<file path="src/rtl/sweep_max_counter.sv">
// Servo sweep step counter and peak-light tracker feeding the tracker FSM's status inputs.
// Latency: flags are decoded combinationally from registers; counters advance one step per STEP_DIV cycles.
// Backpressure: none; the enables are level inputs and ADC samples without ADC_VALID are ignored.
module sweep_max_counter #(
    parameter int SWEEP_STEPS = 180,
    parameter int STEP_DIV    = 100000,
    parameter int ADC_W       = 12,
    parameter int CNT_W       = 8
) (
    input  logic             CLK,
    input  logic             RST,
    input  logic             CNT_RST,
    input  logic             HS,
    input  logic             VS,
    input  logic             MC,
    input  logic [ADC_W-1:0] ADC_DATA,
    input  logic             ADC_VALID,
    output logic             CNT_L,
    output logic             CNT_D,
    output logic             CNT_RU,
    output logic [ADC_W-1:0] MAX_VAL,
    output logic [CNT_W-1:0] MAX_IDX,
    output logic [CNT_W-1:0] STEP_CNT
);

    localparam int               DIV_W    = (STEP_DIV > 1) ? $clog2(STEP_DIV) : 1;
    localparam logic [DIV_W-1:0] DIV_LAST = DIV_W'(STEP_DIV - 1);
    localparam logic [CNT_W-1:0] STEPS    = CNT_W'(SWEEP_STEPS);

    logic [DIV_W-1:0] div_cnt;
    logic [CNT_W-1:0] h_cnt;
    logic [CNT_W-1:0] v_cnt;
    logic [CNT_W-1:0] ret_cnt;
    logic [ADC_W-1:0] max_val;
    logic [CNT_W-1:0] max_idx;
    logic             axis;
    logic             hs_q;
    logic             vs_q;
    logic             mc_q;

    logic             clr;
    logic             vs_en;
    logic             hs_rise;
    logic             vs_rise;
    logic             mc_rise;
    logic             sweep;
    logic             run;
    logic             tick;
    logic [CNT_W-1:0] cur_cnt;
    logic             track;

    // Qualify enables and decode edges; HS overrides VS, so VS only counts as enabled while HS is low.
    always_comb begin
        clr     = RST | CNT_RST;
        vs_en   = VS & ~HS;
        hs_rise = HS & ~hs_q;
        vs_rise = vs_en & ~vs_q;
        mc_rise = MC & ~mc_q;
        sweep   = HS | VS;
        run     = sweep | (MC & (ret_cnt != '0));
        tick    = run & (div_cnt == DIV_LAST) & ~(hs_rise | vs_rise);
        cur_cnt = HS ? h_cnt : v_cnt;
        track   = sweep & ADC_VALID & (cur_cnt < STEPS) & ~(hs_rise | vs_rise);
    end

    // Output decode straight from registers so the flags are stable when the FSM enters a state.
    always_comb begin
        CNT_L    = (h_cnt != STEPS);
        CNT_D    = (v_cnt != STEPS);
        CNT_RU   = (ret_cnt != '0);
        MAX_VAL  = max_val;
        MAX_IDX  = max_idx;
        STEP_CNT = axis ? v_cnt : h_cnt;
    end

    // Step prescaler: restarts on a sweep start so the first step takes a full STEP_DIV cycles.
    always_ff @(posedge CLK) begin
        if (clr || hs_rise || vs_rise || !run || tick) begin
            div_cnt <= '0;
        end else begin
            div_cnt <= div_cnt + DIV_W'(1);
        end
    end

    // Edge-detect history; vs_q tracks the qualified VS so VS left high after HS drops starts a fresh sweep.
    always_ff @(posedge CLK) begin
        if (clr) begin
            hs_q <= 1'b0;
            vs_q <= 1'b0;
            mc_q <= 1'b0;
        end else begin
            hs_q <= HS;
            vs_q <= vs_en;
            mc_q <= MC;
        end
    end

    // Sweep step counters, axis select and peak capture; strict compare keeps the earliest index on ties.
    always_ff @(posedge CLK) begin
        if (clr) begin
            h_cnt   <= '0;
            v_cnt   <= '0;
            max_val <= '0;
            max_idx <= '0;
            axis    <= 1'b0;
        end else if (hs_rise) begin
            h_cnt   <= '0;
            max_val <= '0;
            max_idx <= '0;
            axis    <= 1'b0;
        end else if (vs_rise) begin
            v_cnt   <= '0;
            max_val <= '0;
            max_idx <= '0;
            axis    <= 1'b1;
        end else begin
            if (track && (ADC_DATA > max_val)) begin
                max_val <= ADC_DATA;
                max_idx <= cur_cnt;
            end
            if (tick && HS && (h_cnt < STEPS)) begin
                h_cnt <= h_cnt + CNT_W'(1);
            end else if (tick && vs_en && (v_cnt < STEPS)) begin
                v_cnt <= v_cnt + CNT_W'(1);
            end
        end
    end

    // Return-to-peak countdown: loaded on an MC rise outside a sweep, cleared whenever MC is low.
    always_ff @(posedge CLK) begin
        if (clr || !MC) begin
            ret_cnt <= '0;
        end else if (sweep) begin
            ret_cnt <= ret_cnt;
        end else if (mc_rise) begin
            ret_cnt <= STEPS - max_idx;
        end else if (tick && (ret_cnt != '0)) begin
            ret_cnt <= ret_cnt - CNT_W'(1);
        end
    end

endmodule

</file>
<file path="config.mk">
export PLATFORM = sky130hd
export DESIGN_NAME = sweep_max_counter
export DESIGN_NICKNAME = d
export VERILOG_FILES = /design/src/rtl/sweep_max_counter.sv
export SDC_FILE = /design/constraint.sdc
export NUM_CORES = 1
export LEC_CHECK = 0
export CELL_PAD_IN_SITES_DETAIL_PLACEMENT = 2
export CELL_PAD_IN_SITES_GLOBAL_PLACEMENT = 2
export CORE_MARGIN = 2
export CORE_UTILIZATION = 25
export CTS_BUF_LIST = sky130_fd_sc_hd__clkbuf_2 sky130_fd_sc_hd__clkbuf_4 sky130_fd_sc_hd__clkbuf_8
export CTS_CLUSTER_DIAMETER = 40
export CTS_CLUSTER_SIZE = 30
export DETAILED_ROUTE_END_ITERATION = 8
export GPL_TIMING_DRIVEN = 0
export PLACE_DENSITY = 0.75
export SYNTH_ARGS = -nofsm -noshare
export SYNTH_HDL_FRONTEND = slang
export SYNTH_SLANG_ARGS = --single-unit
</file>
<file path="constraint.sdc">
create_clock -name CLK -period 3.9 [get_ports CLK]
set_clock_uncertainty 0.05 [all_clocks]
set_input_delay 0.585 -clock CLK [delete_from_list [all_inputs] [get_ports CLK]]
set_output_delay 0.585 -clock CLK [all_outputs]
set_load 0.02 [all_outputs]
</file>
# Word-level counts from Yosys, hierarchy flattened
# Cells that the tools add are included.
# word_totals
regBits,65
# classes
add_sub_neg,5
n_lt_le_gt_ge,4
n_eq_ne,4
n_mux,7
bitwise,22
reduce_logical,21
# ops
op,count
8-bit two-way mux,7
8-bit less-than comparator (second input constant),3
17-bit by 1-bit adder with 17-bit output (second input constant),1
17-bit equality test (second input constant),1
8-bit by 1-bit adder with 8-bit output (second input constant),2
8-bit != test (second input constant),2
12-bit > comparator,1
1-bit bitwise AND,10
1-bit NOT,8
8-bit nonzero test,1
8-bit by 1-bit subtractor with 8-bit output (second input constant),1
8-bit subtractor (first input constant),1
1-bit logical AND,6
1-bit logical OR,5
1-bit OR,4
2-bit AND reduction,2
2-bit nonzero test,2
3-bit AND reduction,1
3-bit OR reduction,1
1-bit zero test,2
2-bit != test (second input constant),1
2-bit OR reduction,1

# Depth between registers and ports, before layout
# depth
ltp_word,11
mapped_depth,10
mapped_depth_nobuf,8

# Least setup slack after synthesis
# OpenSTA, ideal clock, no wires.
# synth_timing
kind,input-to-reg
from,input port ADC_DATA[1]
to,"register max_idx[5], in the netlist MAX_IDX[5]"
setup_time_ns,0.086
arrival_ns,2.271
t_required_ns,3.764
setup_slack_ns,1.494
path_stages,9
path_buffers,2
cell_sequence,ha_1 > nor2b_1 > o211ai_1 > a211o_1 > a211oi_1 > buf_2 > clkbuf_1 > nor2_1 > a211oi_1
# synth_between
elab_chain_cells,2
# synth_rtl
item,line_no,text
"start, declared",16,"input logic [ADC_W-1:0] ADC_DATA,"
12-bit > comparator,117,if (track && (ADC_DATA > max_val)) begin
1-bit logical AND,117,
"end signal, assigned",119,max_idx <= cur_cnt;
"end, declared",35,logic [CNT_W-1:0] max_idx;
# No other way between the ends.
# A chain may end at the register's enable or synchronous reset.

# Final worst setup path
# layout_timing
from,input port VS
to,"register max_idx[6], in the netlist MAX_IDX[6]"
# layout_between
elab_chain_cells,6
# layout_rtl
item,line_no,text
"start, declared",14,"input logic VS,"
1-bit bitwise AND,55,vs_en = VS & ~HS;
1-bit bitwise AND,57,vs_rise = vs_en & ~vs_q;
1-bit OR,63,track = sweep & ADC_VALID & (cur_cnt < STEPS) & ~(hs_rise | vs_rise);
1-bit NOT,63,
1-bit bitwise AND,63,
1-bit logical AND,117,
# Parallel ways exist; a longest one is shown, timed or not.

==> impl_metrics.tcl <==
set metrics [dict create \
    synth_area_leaders "dfxtp_1, ha_1, mux2i_1" \
    cp_max_fo 10 \
    layout_commonest_cell "dfxtp_1" \
    io_buffers 49 \
    dr.pass1.iters 4 \
    wl_mm 11.4 \
    nFillCells 1585 \
    post_cts_buffers 0 \
    num_io_pins 50 \
    cp_cell_sequence "clkdlybuf4s50_1 -> nor3b_1 -> a21oi_1 -> nand4b_1 -> a211oi_1 -> buf_2 -> clkbuf_1 -> nor2_1 -> a211oi_1" \
    dieArea_sq_um 15300 \
    drt_iter0_markers 104 \
    drc 0 \
    finalSetupTns_ns 0 \
    syn_to_final_growth_pct 25.0 \
    grt_pass1_vias 3490 \
    drtAntennaViolNets 0 \
    final_cell_mix "dfxtp_1, nor2_1, clkdlybuf4s50_1" \
    avgSynthCellArea_sq_um 8.43 \
    track_usage_pct 15.9 \
    fin_ws_ns 0.923 \
    clockBufferDepth 2 \
    final-instance-count-excl-fill 670 \
    crit_arrival_ns 3.19 \
    die_w_microns 124 \
    syn_nets 465 \
    synthSimpleGateAreaFrac_pct 24.8 \
    vias 3275 \
    die_h_microns 124 \
    final_util_pct 32.2 \
    clock_latency_ns 0.35 \
    timing.fmax_mhz 336 \
    n_antenna_cell 0 \
    synthXorXnorAreaFrac_pct 6.34 \
    cp-startpoint "VS" \
    hold_viol_final 0 \
    cap_violations 0 \
    relSlewSlack_pct 35.0 \
    critPathTopFamily "buffers and inverters" \
    synth_seq_area_share_pct 36.2 \
    ir_drop_v 0.000168 \
    min_path_type "reg -> reg" \
    synth_adder_area_share_pct 6.97 \
    slowest_delay_ns 0.50 \
    rr_startpoint "div_cnt[14]" \
    ctsResizeCount 0 \
    clk_pin_slew_ns 0.07 \
    wl_per_cell_microns 17.0 \
    grt_max_degree 11 \
    dp.cells 655 \
    cts_tree "built" \
    multiInputGateArea_sq_um 2100 \
    synth.distinct_cells 51 \
    cts_made_buffers 9 \
    rsz0062_at_grt "no" \
    yosys_most_used_dff "dfxtp_1" \
    post-place-ws_ns 0.540 \
    synthMuxAreaShare_pct 7.98 \
    async_reset_ff_share_pct 0 \
    holdBufCountCts 0 \
    htreeDepth 3 \
    start_util_pct 25.8 \
    cp.required_ns 4.11 \
    postSynthCellCount 426 \
    cp-start-kind "input port" \
    setup-violations-final 0 \
    worstMarginPinSlew_ns 0.968 \
    ff2ff_setup_slack_ns 1.25 \
    antenna_found_initial 0 \
    grt_overflow_total 0 \
    core.rowCount 43 \
    critPathKind "in -> reg" \
    root_buffer "clkbuf_8" \
    synth_edf_count 0 \
    syn_area_sq_um 3590 \
    cpMostUsedCell "a211oi_1" \
    status "finished clean" \
    path_buf_inv 3 \
    dp.final_hpwl_mm 8.52 \
    core_sq_um 13900 \
    ys_warn_count 0 \
    timing.final.crit_share_pct 76.3 \
    powerDensity_nw_per_um2 302 \
    place.gp.congestion 0.764 \
    synth_top_family_by_area "simple AND/OR/NAND/NOR gates" \
    min_from "div_cnt[0]" \
    crit_slowest_cell "clkdlybuf4s50_1" \
    fin_crit_ns 2.98 \
    drive_gt1_share_pct 6.53 \
    fin_nets 525 \
    grt_pass1_wl_mm 18.6 \
    cellLeakagePower_nw 1.49 \
    clock-sinks 65 \
    synth_top_area_cell "dfxtp_1" \
    whs_ns 0.437 \
    ff_latch_area_sq_um 1300 \
    ys_ff_latch 65 \
    end_kind "flip-flop" \
    synth.top_cell.area_share_pct 36.2 \
    slew_viol_final 0 \
    synth-compound-area-share_pct 12.5 \
    vias_per_cell 4.89 \
]
-- through the flow --
stage	instance area [sq um]	power, mW
global placement	4310	0.798
floorplan	3590	0.750
global route	4490	1.42
finish	4490	1.36
CTS	4490	1.38
detailed placement	4310	0.803
-- where the power goes --
group | switching [mW] | internal [mW] | leakage (nW)
combinational | 0.0656 | 0.0484 | 0.866
sequential | 0.00495 | 0.668 | 0.524
clock | 0.266 | 0.303 | 0.0998
-- state kept, by name, summed over array words and instances (netlist names) --
signal and flops:
mc_q 1, MAX_VAL 12, div_cnt 17, ret_cnt 8
v_cnt 8, h_cnt 8, axis 1, MAX_IDX 8
hs_q 1, vs_q 1
-- final timing paths --
check	endpoint	depth (start not counted)
setup / recovery	MAX_IDX[6]	9
hold / removal	div_cnt[0]	1
setup reg to reg	v_cnt[4]	7
hold reg to reg	div_cnt[0]	1
-- cell families after synthesis --
| kind of cell | Yosys count |
|---|---|
| AO/OA/AOI/OAI | 67 |
| XOR/XNOR | 26 |
| adder cells (fa/ha/maj) | 20 |
| buffers and inverters | 47 |
| flip-flops | 65 |
| multiplexers | 28 |
| AND/OR/NAND/NOR | 173 |
-- synth_stat cells, types with 3 or more instances --
cell,instances
a211oi_1,10
a21oi_1,14
a32o_1,3
and3_1,4
clkbuf_1,13
dfxtp_1,65
ha_1,20
inv_1,29
mux2_2,5
mux2i_1,23
nand2_1,28
nand3_1,22
nand3b_1,3
nand4_1,9
nor2_1,61
nor2b_1,5
nor3_1,12
nor3b_1,4
nor4_1,6
o211ai_1,5
o21a_1,4
o21ai_0,13
o31ai_1,4
xnor2_1,14
xor2_1,12
-- layer usage --
metal	vias to the layer above	GRT usage, %	routed length, microns
li1	1616	-	-
met1	1612	20.6	5610
met2	39	26.6	5400
met3	8	3.11	253
met4	0	4.47	108
met5	-	0	0
-- layout make-up --
type,count,area share (%)
Multi-Input combinational cell,314,46.9
Tap cell,180,5.01
Clock buffer,11,3.09
Inverter,29,2.42
Buffer,18,1.73
Clock inverter,4,1.00
Sequential cell,65,29.0
Timing Repair Buffer,49,10.9
Note: power is estimated with default switching activity, not from simulation.
